--- config.mk ---
export PLATFORM = sky130hd
export DESIGN_NAME = grf_operand_stage
export DESIGN_NICKNAME = d
export VERILOG_FILES = /design/src/rtl/grf_operand_stage.sv
export SDC_FILE = /design/constraint.sdc
export NUM_CORES = 2
export LEC_CHECK = 0
export ABC_AREA = 0
export ABC_CLOCK_PERIOD_IN_PS = 2000
export BUFFER_PORTS_ARGS = -buffer_cell sky130_fd_sc_hd__buf_4
export CAP_MARGIN = 20
export CORE_ASPECT_RATIO = 0.5
export CORE_MARGIN = 2
export CORE_UTILIZATION = 45
export CTS_CLUSTER_SIZE = 25
export DETAILED_ROUTE_END_ITERATION = 16
export PLACE_DENSITY_LB_ADDON = 0.12
export SETUP_SLACK_MARGIN = 0.5
export SYNTH_ARGS = -nofsm -noshare
export SYNTH_HDL_FRONTEND = slang
export SYNTH_SLANG_ARGS = --single-unit
--- constraint.sdc ---
create_clock -name clk -period 2 [get_ports clk]
set_input_delay 0.2 -clock clk [delete_from_list [all_inputs] [get_ports clk]]
set_output_delay 0.2 -clock clk [all_outputs]
set_load 0.03 [all_outputs]
--- src/rtl/grf_operand_stage.sv ---
// Operand-fetch stage: 32-entry register file, two read ports with write-back bypass,
// and a one-deep valid/ready register delivering {A, B, op} to the ALU.
module grf_operand_stage #(
  parameter int unsigned NREG = 32,
  parameter int unsigned DW   = 32,
  localparam int unsigned AW  = $clog2(NREG)
) (
  input  logic          clk,
  input  logic          reset,
  input  logic          in_valid,
  output logic          in_ready,
  input  logic [AW-1:0] in_rs,
  input  logic [AW-1:0] in_rt,
  input  logic [DW-1:0] in_imm,
  input  logic          in_use_imm,
  input  logic [2:0]    in_op,
  input  logic          wb_en,
  input  logic [AW-1:0] wb_addr,
  input  logic [DW-1:0] wb_data,
  output logic          out_valid,
  input  logic          out_ready,
  output logic [DW-1:0] out_A,
  output logic [DW-1:0] out_B,
  output logic [2:0]    out_op
);

  logic [DW-1:0] grf_q [NREG];

  logic          valid_q, valid_d;
  logic [DW-1:0] a_q, a_d;
  logic [DW-1:0] b_q, b_d;
  logic [2:0]    op_q, op_d;
  logic [AW-1:0] rs_q, rs_d;
  logic [AW-1:0] rt_q, rt_d;
  logic          use_imm_q, use_imm_d;

  logic          wb_we;
  logic          accept;
  logic          consume;
  logic [DW-1:0] rd_a;
  logic [DW-1:0] rd_b;

  assign wb_we    = wb_en && (wb_addr != '0);
  assign in_ready = !valid_q || out_ready;
  assign accept   = in_valid && in_ready;
  assign consume  = valid_q && out_ready;

  // Read ports: register 0 is hard zero, a same-cycle write-back wins over the stored value.
  always_comb begin
    rd_a = '0;
    if (in_rs != '0) begin
      rd_a = (wb_we && (wb_addr == in_rs)) ? wb_data : grf_q[in_rs];
    end
  end

  always_comb begin
    rd_b = '0;
    if (in_use_imm) begin
      rd_b = in_imm;
    end else if (in_rt != '0) begin
      rd_b = (wb_we && (wb_addr == in_rt)) ? wb_data : grf_q[in_rt];
    end
  end

  // Next state of the held entry: load on accept, drop on consume, otherwise keep the
  // stalled operands coherent with write-backs that land while the ALU is not ready.
  always_comb begin
    valid_d   = valid_q;
    a_d       = a_q;
    b_d       = b_q;
    op_d      = op_q;
    rs_d      = rs_q;
    rt_d      = rt_q;
    use_imm_d = use_imm_q;
    if (accept) begin
      valid_d   = 1'b1;
      a_d       = rd_a;
      b_d       = rd_b;
      op_d      = in_op;
      rs_d      = in_rs;
      rt_d      = in_rt;
      use_imm_d = in_use_imm;
    end else if (consume) begin
      valid_d = 1'b0;
    end else if (valid_q) begin
      // wb_we already excludes register 0, so a held rs/rt of 0 never matches.
      if (wb_we && (wb_addr == rs_q)) begin
        a_d = wb_data;
      end
      if (wb_we && !use_imm_q && (wb_addr == rt_q)) begin
        b_d = wb_data;
      end
    end
  end

  always_ff @(posedge clk) begin
    if (reset) begin
      valid_q   <= 1'b0;
      a_q       <= '0;
      b_q       <= '0;
      op_q      <= '0;
      rs_q      <= '0;
      rt_q      <= '0;
      use_imm_q <= 1'b0;
    end else begin
      valid_q   <= valid_d;
      a_q       <= a_d;
      b_q       <= b_d;
      op_q      <= op_d;
      rs_q      <= rs_d;
      rt_q      <= rt_d;
      use_imm_q <= use_imm_d;
    end
  end

  always_ff @(posedge clk) begin
    if (reset) begin
      for (int i = 0; i < int'(NREG); i++) begin
        grf_q[i] <= '0;
      end
    end else if (wb_we) begin
      grf_q[wb_addr] <= wb_data;
    end
  end

  assign out_valid = valid_q;
  assign out_A     = a_q;
  assign out_B     = b_q;
  assign out_op    = op_q;

endmodule
==> summary.txt <==
CTS
  • Clk Tree Root Cell: sky130_fd_sc_hd__clkbuf_16
  • Worst-Skew Late Latency: 0.73 ns
  • H-tree lvl count: 3
  • Max Buffers Root-to-Sink: 3
  • Clock edge transition at the registers on the reported setup and hold paths: 0.07 ns
  • Clock tree from TritonCTS: done
  • Num Clock Sinks: 1103
  • Num CTS Buffers: 104

STA
  • Top achievable clock speed: 0.500 GHz
  • Fin crit share: 100%
  • Maximum clock skew at final layout: 0.0165 ns
  • Worst rel slew slack: 59.6%
  • Finish-stage setup viols: 1
  • Total Neg Setup Slack: -0.00182 ns
  • RSZ-0062 raised after global routing: true
  • Max Slew Vio Count: 0
  • Number of hold violations in the final report: 0
  • Shortest period the worst path allows: 2.00 ns
  • Final worst slack: -0.00182 ns
  • Tightest Pin Transition: 0.605 ns

Min path
  • Hold/Removal Path Class: in2reg

Drt
  • Initial DRC Count: 5725
  • Via Count: 40500
  • Number of detailed-route iterations in the first pass: 7
  • Final wirelength: 216 mm
  • Post-detailed-route count of antenna-violating nets: 0
  • WL per Instance: 34.5 um
  • Final routed DRC violation total: 0
  • Average via count per standard cell: 6.47

Floorplanning
  • Die span in y: 259 um
  • Total I/O pin count: 157
  • Horiz. Die Dim: 513 um
  • Std cell rows: 93
  • Total die area: 133000 um^2
  • Initial core utilization: 45.3%
  • Placeable core area: 129000 um^2

Setup path
  • Stage delay of the slowest cell on the critical path: 0.34 ns
  • Cell family with most CP delay: buffers and inverters
  • Crit Path Category: reg2reg
  • Data required, critical path: 2.60 ns
  • Crit path max-delay cell type: sky130_fd_sc_hd__dfxtp_4
  • Crit path launch type: flip-flop
  • WP buf/inv: 4
  • Critical Path End Type: flip-flop
  • Arr. time, crit path: 2.61 ns
  • Worst Path Max Fanout: 7
  • CP cell instances: nor2b_4 > inv_4 > and2_4 > nand3b_1 > buf_12 > buf_12 > o22ai_1 > buf_4 > o22ai_2 > o22ai_1

Power and ir drop
  • Overall power consumption: 56700 uW
  • Internal power consumption: 41800 uW
  • Combinational fraction of design power: 15.9%
  • Switching Fraction: 26.3%
  • Clk pwr share: 35.8%
  • Maximum ir drop on the vdd rail: 554 uV
  • Power per standard cell area: 791 nW/um^2
  • Sequential group share of total power: 48.3%
  • Static power due to leakage: 0.0262 uW
  • NetSw: 14900 uW

GRT
  • Vias in the first global route: 40100
  • GRT Resource Usage Total: 32.4%
  • Gr ovfl total: 0
  • Antenna violations before repair: 14
  • Global-route wire length before repair: 303 mm
  • Maximum number of pins on one net before global-route repair: 71

Synth
  • Netlist Area Pre-Place: 58300 um^2
  • Fraction of synthesis flops using an asynchronous set or reset pin: 0%
  • Average instance area after synthesis: 14.5 um^2
  • Number of synthesis warnings: 0
  • Compound-Gate Fraction of Synth Area: 4.99%
  • Portion of synthesized cell area occupied by the leading cell type: 52.7%
  • Post-synth top area cell: sky130_fd_sc_hd__edfxtp_1
  • Dominant combinational cell family by area after synthesis: multiplexers
  • Commonest register cell after synthesis: sky130_fd_sc_hd__edfxtp_1
  • Multiplexer share of the synthesized area: 22.3%
  • Synthesized instance count: 4036
  • Dominant cells by area after synthesis: sky130_fd_sc_hd__edfxtp_1 53%, sky130_fd_sc_hd__mux4_2 17%, sky130_fd_sc_hd__and2_1 11%, sky130_fd_sc_hd__mux2i_1 4.9%, sky130_fd_sc_hd__dfxtp_1 2.7%
  • Number of synthesized flops with an enable pin: 1024
  • Parity-gate share of the synthesized area counting xor and xnor cells: 0.300%
  • Post-synthesis share of cell area spent on full adders, half adders and majority gates: 0%
  • Fraction of the yosys area taken by sequential cells: 55.4%
  • Simple-gate portion of the synthesized area: 13.8%
  • Count of distinct cell types in the synthesized netlist: 44
  • Most frequent cell after synthesis: sky130_fd_sc_hd__edfxtp_1
  • Synth Register Bits: 1103
  • Commonest cells in the netlist: 1024 x sky130_fd_sc_hd__edfxtp_1, 993 x sky130_fd_sc_hd__and2_1, 451 x sky130_fd_sc_hd__mux4_2

Status
  • Violations in the final reports: negative setup slack
  • Result of the run: complete, but fails checks

Finish
  • Area used by sequential logic in the layout: 32400 um^2
  • Synthesis-to-finish area growth: 22.9%
  • Fillcell total: 10100
  • Area of the multi-input gates: 25400 um^2
  • Count of nets after finishing: 4554
  • Post-layout instance count excluding filler cells: 6262
  • Layout cells sized above 1: 32.3%

Job
  • Max-cap check violation count: 0

Placement
  • Number of port buffers: 156
  • Placer congestion estimate: 0.944
  • Number of placed instances, taps included: 5958
  • Placed wire-length estimate: 140 mm
==> worst register-to-register path, cell delays in order, from the launching register on <==
cell and delay [ns]:
sky130_fd_sc_hd__dfxtp_4 0.34, sky130_fd_sc_hd__nor2b_4 0.21, sky130_fd_sc_hd__inv_4 0.05, sky130_fd_sc_hd__and2_4 0.14, sky130_fd_sc_hd__nand3b_1 0.18, sky130_fd_sc_hd__buf_12 0.21
sky130_fd_sc_hd__buf_12 0.19, sky130_fd_sc_hd__o22ai_1 0.11, sky130_fd_sc_hd__buf_4 0.19, sky130_fd_sc_hd__o22ai_2 0.17, sky130_fd_sc_hd__o22ai_1 0.08
==> layer usage <==
layer | vias to the layer above | routed length (um) | global-route usage, %
met4 | 2 | 7630 | 10.2
met5 | - | 13 | 0
met1 | 21100 | 87200 | 45.6
met3 | 438 | 25900 | 9.80
met2 | 2463 | 95100 | 48.3
li1 | 16500 | - | -
==> cell families after synthesis <==
logic type | after synthesis
AO/OA/AOI/OAI | 398
other | 1
flip-flops | 1103
XOR/XNOR | 20
multiplexers | 735
AND/OR/NAND/NOR | 1347
buffers and inverters | 432
==> power groups by stage <==
| stage | combinational (uW) | sequential [uW] | clock [uW] |
|---|---|---|---|
| after floorplan | 4330 | 27800 | 0 |
| after global placement | 8160 | 27800 | 0 |
| after detailed placement | 8210 | 27800 | 0 |
| after CTS | 8660 | 27400 | 20500 |
| after global routing | 9280 | 27500 | 21300 |
| final | 8990 | 27400 | 20300 |
==> registers in the layout, indices dropped and copies added, names as in the netlist <==
name	flops
grf_q	1024
out_A	32
out_B	32
out_op	3
out_valid	1
rs_q	5
rt_q	5
use_imm_q	1
==> cell type report <==
cell class                 instances  area share, %
antenna                            7         0.0244
multi-input combinational       2533           35.4
clock inverter                    40          0.543
timing repair buffer             722           11.7
inverter                           2         0.0174
sequential                      1103           45.2
tap                             1710           2.98
clock buffer                     145           4.14
==> cells in the final DEF, fill, tap and decap left out, types with 18 or more instances in the layout <==
cell,Yosys,layout
sky130_fd_sc_hd__nand2_1,60,56
sky130_fd_sc_hd__o22ai_2,0,26
sky130_fd_sc_hd__nor2_1,135,102
sky130_fd_sc_hd__conb_1,1,32
sky130_fd_sc_hd__o21ai_0,31,31
sky130_fd_sc_hd__nor2_4,0,34
sky130_fd_sc_hd__or2_4,0,31
sky130_fd_sc_hd__edfxtp_1,1024,1024
sky130_fd_sc_hd__and2_1,993,992
sky130_fd_sc_hd__a22oi_1,127,116
sky130_fd_sc_hd__xor2_1,19,19
sky130_fd_sc_hd__nand2b_4,0,18
sky130_fd_sc_hd__clkbuf_1,308,24
sky130_fd_sc_hd__clkbuf_16,0,110
sky130_fd_sc_hd__dfxtp_1,79,41
sky130_fd_sc_hd__buf_4,25,381
sky130_fd_sc_hd__nand4_1,33,33
sky130_fd_sc_hd__o22ai_4,0,25
sky130_fd_sc_hd__dlygate4sd3_1,0,74
sky130_fd_sc_hd__nand4b_1,32,32
sky130_fd_sc_hd__a221oi_1,126,117
sky130_fd_sc_hd__buf_12,0,189
sky130_fd_sc_hd__mux4_2,451,451
sky130_fd_sc_hd__dfxtp_2,0,30
sky130_fd_sc_hd__o22ai_1,96,45
sky130_fd_sc_hd__mux2i_1,284,284
sky130_fd_sc_hd__buf_6,10,65
==> final timing paths <==
kind / cells past startpoint / slack (ns) / start / end
hold / removal: 3 / 0.02 / reset / out_valid$_SDFFE_PP0P_
setup / recovery: 10 / -0.002 / out_valid$_SDFFE_PP0P_ / out_A[16]$_SDFFE_PP0P_
hold reg to reg: 2 / 0.46 / out_op[0]$_SDFFE_PP0N_ / out_op[0]$_SDFFE_PP0N_
setup reg to reg: 10 / -0.002 / out_valid$_SDFFE_PP0P_ / out_A[16]$_SDFFE_PP0P_
==> stage by stage <==
step | util (%) | setup slack, ns | instance area (um^2) | hold slack [ns]
floorplan | - | 0.155 | 59300 | 0.319
global placement | 51.3 | -0.399 | 66100 | 0.445
finish | 55.7 | -0.00182 | 71700 | 0.0185
detailed placement | 51.3 | -0.420 | 66100 | 0.451
global route | 55.7 | -0.0442 | 71700 | 0.0182
CTS | 55.4 | 0.0305 | 71300 | -0.0541
==> what timing repair did <==
item / in CTS / in global routing
pin swaps: 36 / 37
gates resized for setup: 168 / 63
hold buffers: 74 / 1
buffers inserted: 23 / 5
endpoints found under the setup margin: 110 / 909
hold endpoints to repair: 75 / 1
gates cloned: 7 / 2
Note: power is estimated with default switching activity, not from simulation.
